===== src/rtl/ws2812_pixel_tx.sv =====
// WS2812 pixel serialiser: valid/ready pixel stream in, NZR bitcodes plus latch period out.
// Optional WS2812_BRIGHTNESS_EN scales each byte by (brightness+1)/256 at shift-register load.
`timescale 1ns/1ps
module ws2812_pixel_tx #(
  parameter int BITS_PER_PIX = 24,
  parameter int T_BIT        = 125,
  parameter int T0H          = 40,
  parameter int T1H          = 80,
  parameter int T_RESET      = 8000
) (
  input  logic                    clk,
  input  logic                    reset,
  input  logic [BITS_PER_PIX-1:0] pix_data,
  input  logic                    pix_last,
  input  logic                    pix_valid,
  output logic                    pix_ready,
  input  logic [7:0]              brightness,
  output logic                    dout,
  output logic                    busy,
  output logic                    frame_done,
  output logic                    underrun
);

  localparam int CW = (T_BIT > 1) ? $clog2(T_BIT) : 1;
  localparam int IW = (BITS_PER_PIX > 1) ? $clog2(BITS_PER_PIX) : 1;
  localparam int LW = (T_RESET > 1) ? $clog2(T_RESET) : 1;

  localparam logic [CW-1:0] BIT_END = CW'(T_BIT - 1);
  localparam logic [CW-1:0] HI0     = CW'(T0H);
  localparam logic [CW-1:0] HI1     = CW'(T1H);
  localparam logic [IW-1:0] IDX_END = IW'(BITS_PER_PIX - 1);
  localparam logic [LW-1:0] LAT_END = LW'(T_RESET - 1);

  typedef enum logic [1:0] {
    S_IDLE,
    S_BIT,
    S_LATCH
  } state_t;

  state_t state;
  state_t state_n;

  logic [BITS_PER_PIX-1:0] buf_data;
  logic                    buf_last;
  logic                    full;
  logic [BITS_PER_PIX-1:0] shreg;
  logic                    cur_last;
  logic [CW-1:0]           bit_cnt;
  logic [IW-1:0]           bit_idx;
  logic [LW-1:0]           lat_cnt;

  logic                    accept;
  logic                    load;
  logic                    bit_end;
  logic                    pix_end;
  logic [BITS_PER_PIX-1:0] load_word;

  assign pix_ready = !full && !reset;
  assign accept    = pix_valid && pix_ready;
  assign bit_end   = (bit_cnt == BIT_END);
  assign pix_end   = bit_end && (bit_idx == IDX_END);
  assign busy      = (state != S_IDLE);

`ifdef WS2812_BRIGHTNESS_EN
  always_comb begin
    load_word = buf_data;
    for (int i = 0; i < BITS_PER_PIX / 8; i++) begin
      load_word[8*i +: 8] = 8'((17'(buf_data[8*i +: 8]) *
                               (17'(brightness) + 17'd1)) >> 8);
    end
  end
`else
  logic unused_brightness;
  assign unused_brightness = ^brightness;
  assign load_word = buf_data;
`endif

  always_ff @(posedge clk) begin
    if (reset) state <= S_IDLE;
    else       state <= state_n;
  end

  always_comb begin
    state_n    = state;
    load       = 1'b0;
    dout       = 1'b0;
    frame_done = 1'b0;
    underrun   = 1'b0;
    unique case (state)
      S_IDLE: begin
        if (full) begin
          load    = 1'b1;
          state_n = S_BIT;
        end
      end
      S_BIT: begin
        dout = (bit_cnt < (shreg[BITS_PER_PIX-1] ? HI1 : HI0));
        if (pix_end) begin
          // last pixel wins over a buffered one: that one opens the next frame
          if (cur_last) begin
            state_n = S_LATCH;
          end else if (full) begin
            load = 1'b1;
          end else begin
            state_n  = S_LATCH;
            underrun = 1'b1;
          end
        end
      end
      S_LATCH: begin
        if (lat_cnt == LAT_END) begin
          frame_done = 1'b1;
          state_n    = S_IDLE;
        end
      end
      default: state_n = S_IDLE;
    endcase
  end

  always_ff @(posedge clk) begin
    if (reset) begin
      buf_data <= '0;
      buf_last <= 1'b0;
      full     <= 1'b0;
      shreg    <= '0;
      cur_last <= 1'b0;
      bit_cnt  <= '0;
      bit_idx  <= '0;
      lat_cnt  <= '0;
    end else begin
      if (load) begin
        shreg    <= load_word;
        cur_last <= buf_last;
        full     <= 1'b0;
        bit_cnt  <= '0;
        bit_idx  <= '0;
      end else if (state == S_BIT) begin
        if (bit_end) begin
          bit_cnt <= '0;
          bit_idx <= bit_idx + 1'b1;
          shreg   <= {shreg[BITS_PER_PIX-2:0], 1'b0};
        end else begin
          bit_cnt <= bit_cnt + 1'b1;
        end
      end
      if (accept) begin
        buf_data <= pix_data;
        buf_last <= pix_last;
        full     <= 1'b1;
      end
      if (state == S_LATCH) lat_cnt <= lat_cnt + 1'b1;
      else                  lat_cnt <= '0;
    end
  end

endmodule


===== config.mk =====
export PLATFORM = sky130hd
export DESIGN_NAME = ws2812_pixel_tx
export DESIGN_NICKNAME = d
export VERILOG_FILES = /design/src/rtl/ws2812_pixel_tx.sv
export SDC_FILE = /design/constraint.sdc
export NUM_CORES = 1
export LEC_CHECK = 0
export BUFFER_PORTS_ARGS = -buffer_cell sky130_fd_sc_hd__buf_2
export CAP_MARGIN = 20
export CORE_MARGIN = 5
export CORE_UTILIZATION = 38
export CTS_CLUSTER_SIZE = 12
export DETAILED_ROUTE_END_ITERATION = 10
export PLACE_DENSITY = 0.55
export RECOVER_POWER = 25
export SLEW_MARGIN = 20
export SYNTH_ARGS = -nofsm -noshare
export SYNTH_HDL_FRONTEND = slang
export SYNTH_SLANG_ARGS = --single-unit

===== constraint.sdc =====
create_clock -name clk -period 2.05 [get_ports clk]
set_input_delay 0 -clock clk [delete_from_list [all_inputs] [get_ports clk]]
set_output_delay 0 -clock clk [all_outputs]
set_load 0.1 [all_outputs]

# After elaboration in Yosys (flattened, before gate mapping)
# Index checks and enable logic that the tools add are counted.
# op_classes
n_addsub,3
order_cmp,1
eq_ne,9
n_mux,24
bitwise_logic,1
reduce_logical,15
# ops
cell,n
$mux 24,3
$mux 7,2
$add 13x1->13 const B,1
$eq 13x13->1 const B,1
$mux 1,12
$mux 2,5
$reduce_bool 2->1,4
$add 7x1->7 const B,1
$eq 7x7->1 const B,1
$lt 7x7->1,1
$ne 2x2->1 const B,3
$pmux 2 s3,1
$add 5x1->5 const B,1
$eq 5x5->1 const B,1
$reduce_and 2->1,2
$reduce_and 4->1,1
$reduce_or 2->1,2
$logic_and 1x1->1,3
$ne 3x3->1 const B,1
$eq 2x1->1 const B,1
$eq 2x2->1 const B,1
$logic_not 1->1,2
$logic_not 2->1,1
$pmux 1 s2,1
$not 1->1,1
# totals
regBits,78
inputBits,36
out_inout_bits,5
wordCells,62

# Longest topological paths before layout
# logic_depth
depth_word,6
mapped_depth,8
ltp_nobuf,6

# Worst setup path after synthesis
# Ideal clock, no wire load.
# synth_path
kind,flip-flop to output port
start,reg shreg[23]
end,out dout
t_arrival_ns,5.689
t_required_ns,2.050
slack_ns,-3.639
path_stages_with_launch,7
path_buffers,0
path_cell_list,dfxtp_1 inv_1 ha_1 o21a_1 o21ai_0 nand2b_1 a2111oi_0
# synth_via
elab_chain_cells,3
# synth_rtl
element,line_no,text
from (decl),46,logic [BITS_PER_PIX-1:0] shreg;
from (signal assigned),132,shreg <= load_word;
from (signal assigned),141,"shreg <= {shreg[BITS_PER_PIX-2:0], 1'b0};"
$mux 7,97,dout = (bit_cnt < (shreg[BITS_PER_PIX-1] ? HI1 : HI0));
$lt 7x7->1,97,
$mux 1,89,unique case (state)
to (decl),18,"output logic dout,"
# Every way passes these cells.

# Worst setup path in the final report
# layout_path
start,reg bit_idx[0]
end,out underrun
# layout_via
elab_chain_cells,4
# layout_rtl
element,line_no,text
from (decl),49,logic [IW-1:0] bit_idx;
from (signal assigned),140,bit_idx <= bit_idx + 1'b1;
$eq 5x5->1,61,assign pix_end = bit_end && (bit_idx == IDX_END);
$logic_and 1x1->1,61,
$mux 1,98,if (pix_end) begin
$mux 1,89,
to (decl),21,output logic underrun
# Every way passes these cells.

==> metrics.md <==
| Metric | Value |
|---|---|
| Pwr dens | `713 mW/mm^2` |
| Rows | `35` |
| RSZ-0062 raised after global routing | `no` |
| Mapped Area | `0.00356 mm^2` |
| Fill cell count | `896` |
| Vias | `2880` |
| Kind of critical path | `flop to output port` |
| Cell Chain, Critical Path | `ha_1 > and4b_1 > nand2_1 > nor4_4 > buf_12` |
| Cells after Synth | `412` |
| Worst hold margin | `371 ps` |
| Top cell type's share of synthesized area | `43.9%` |
| Run status | `complete, no violations` |
| Crit path max-delay family | `simple AND/OR/NAND/NOR gates` |
| Number of global-route vias before repair | `2905` |
| Final net count | `510` |
| Relative slew slack | `43.8%` |
| Share of cells above drive strength 1 | `20.3%` |
| Asr flop ratio synth | `0%` |
| CP arrival | `1930 ps` |
| Hold Crit Class | `input pin to flop` |
| Worst Path Max Fanout | `4` |
| Leakage power | `1.61 nW` |
| Per-cell routed wire length | `12.7 um` |
| Syn_area_per_cell | `8.63 um^2` |
| Area leader, netlist | `dfxtp_1` |
| EDFF count, synth | `0` |
| Total wire length | `7.38 mm` |
| CP Capture Type | `output port` |
| Fmax | `518 MHz` |
| CTS clk-pin slew, worst paths | `80 ps` |
| Critical path's slowest cell | `dfxtp_1` |
| # IOs | `41` |
| Critical Path RT | `2050 ps` |
| Post-route ant nets | `0` |
| CP startpoint kind | `flop` |
| Synth area leaders | `dfxtp_1 44%, nand2_1 8.9%, a311oi_2 8.4%, nor2_1 5.9%, nand2b_1 4.7%` |
| Clk buf depth | `2` |
| GPL Wtd Cong | `0.741` |
| CTS buffer count | `9` |
| Clk_lat worst skew | `350 ps` |
| Dpl hpwl | `4.56 mm` |
| Cell chosen for the clock root | `clkbuf_8` |
| CTS sink cnt | `78` |
| Synthesized flop and latch total | `78` |
| Post-synth top cells | `84 x nand2_1, 78 x dfxtp_1, 56 x nor2_1` |
| Die height | `107 um` |
| Worst IR Drop VDD | `321 uV` |
| YS warnings | `0` |
| Area delta synth->final | `24.9%` |
| Ant diodes | `0` |
| Register area | `0.00157 mm^2` |
| Critical Path Max Stage Delay | `370 ps` |
| Register area share after synthesis | `43.9%` |
| Initial core utilization | `38.7%` |
| Setup Skew | `7.70 ps` |
| Initial antenna violation count | `0` |
| Largest net degree at the start of global routing | `51` |
| Total track usage | `14.2%` |
| PortBufs | `32` |
| Final setup vio count | `0` |
| Slew Viols, Final | `0` |
| Most frequent cell after synthesis | `nand2_1` |
| H-tree levels | `3` |
| Detail-routed via count per cell | `4.94` |
| First-pass GRT wire length | `13.3 mm` |
| Drt first pass iters | `4` |
| CTS tree | `yes` |
| Unique cell type count in the Yosys netlist | `42` |
| Core footprint | `0.00920 mm^2` |
| Post-route DRC | `0` |
| Grt total ovfl | `0` |
| Worst slack, placed | `184 ps` |
| Worst Tran Pin Value | `842 ps` |
| Area of the multi-input gates | `0.00192 mm^2` |
| Worst path bufs/invs | `1` |
| Final WS setup | `119 ps` |
| Final Hold Fails | `0` |
| Die X | `107 um` |
| Final period util | `94.2%` |
| Max-cap violations | `0` |
| DRC marker count from the first detailed-route iteration | `106` |
| Syn Nets | `455` |
| DIE AREA | `0.0114 mm^2` |
| Post-synth top flop | `dfxtp_1` |
| Min Clock Period, post-route | `1930 ps` |
[report_power, final]
part | internal [mW] | leakage, nW | switching (mW) | total [mW]
Clock | 0.597 | 0.0997 | 0.578 | 1.17
Sequential | 1.59 | 0.638 | 0.0469 | 1.64
Combinational | 0.162 | 0.869 | 0.192 | 0.354
[worst reg2reg max path, delay by kind of cell (launching register included)]
| family | cells | cell delay, ps |
|---|---|---|
| AOI/OAI and AO/OA | 2 | 440 |
| adders and majority gates | 1 | 210 |
| buffers and inverters | 2 | 330 |
| DFF | 1 | 390 |
| and+or+nand+nor | 2 | 420 |
[path summary, 6_finish.rpt]
kind,start,to,slack (ps),cells after the start
hold reg to reg,shreg[0]$_SDFFE_PP0P_,shreg[0]$_SDFFE_PP0P_,470,2
setup reg to reg,bit_cnt[0]$_SDFFE_PP0P_,shreg[8]$_SDFFE_PP0P_,180,7
setup / recovery,bit_idx[0]$_SDFFE_PP0P_,underrun,120,5
hold / removal,pix_data[13],buf_data[13]$_SDFFE_PP0P_,370,4
[per-layer routing]
| metal | GRT usage [%] | part of all wire, % |
|---|---|---|
| met5 | 0 | 0 |
| met1 | 18.8 | 49 |
| met2 | 23.1 | 47 |
| met4 | 4.93 | 1.2 |
| met3 | 2.59 | 2.5 |
[cells in the final DEF (no fill, tap or decap), drive strengths merged, types with 2 or more instances in the layout]
master and count:
clkinv 2, o311ai 2, or2 4, and4b 2, and2 3, dlygate4sd3 27, nand4 7, nand2b 27
xnor2 11, o31ai 2, xor2 10, nor3 3, inv 9, clkbuf 14, ha 7, a21oi 6
nor4 5, buf 40, dfxtp 78, a311oi 23, nand2 85, nand3 10, nor2 57, o21ai 25
[sequential cells by signal (all words and copies together), names as in the netlist]
| register | cells |
|---|---|
| bit_idx | 5 |
| full | 1 |
| state | 2 |
| bit_cnt | 7 |
| cur_last | 1 |
| shreg | 24 |
| lat_cnt | 13 |
| buf_data | 24 |
| buf_last | 1 |
[cell type report]
cell class	count	area share [%]
clock buffers	11	3.18
clock inverters	5	1.27
inverters	8	0.676
multi-input cells	300	43.2
flip-flops and latches	78	35.2
well taps	111	3.12
repair buffers	70	13.3
[what timing repair did]
| action | 4_1_cts | 5_1_grt |
|---|---|---|
| resized for setup | 0 | 9 |
| setup buffers | 0 | 3 |
| setup endpoints to repair | 1 | 3 |
| pin swaps | 1 | 4 |
| hold buffers | 27 | 0 |
| endpoints found under the hold margin | 28 | 0 |
[through the flow]
step,instance area [um^2],total power [mW],setup TNS [ps],cells,util [%]
6_report,4440,3.17,0,583,48.3
5_1_grt,4440,3.32,0,583,48.3
4_1_cts,4400,3.21,0,580,47.8
3_5_place_dp,3930,1.99,0,537,42.7
3_3_place_gp,3930,1.98,0,537,42.7
2_1_floorplan,3610,1.91,-179,412,-
[cells by family (layout without fill, tap and decap cells)]
| group | count (synthesis) | in the layout | share of synthesized area, % |
|---|---|---|---|
| fa+ha+maj | 7 | 7 | 2.46 |
| compound gates | 61 | 61 | 15.5 |
| xor+xnor | 21 | 21 | 5.17 |
| simple gates | 210 | 210 | 28.0 |
| mux | 1 | 1 | 0.281 |
| flops | 78 | 78 | 43.9 |
| buf+inv | 34 | 94 | 4.68 |
No activity file was read; power rests on OpenSTA's default activity.
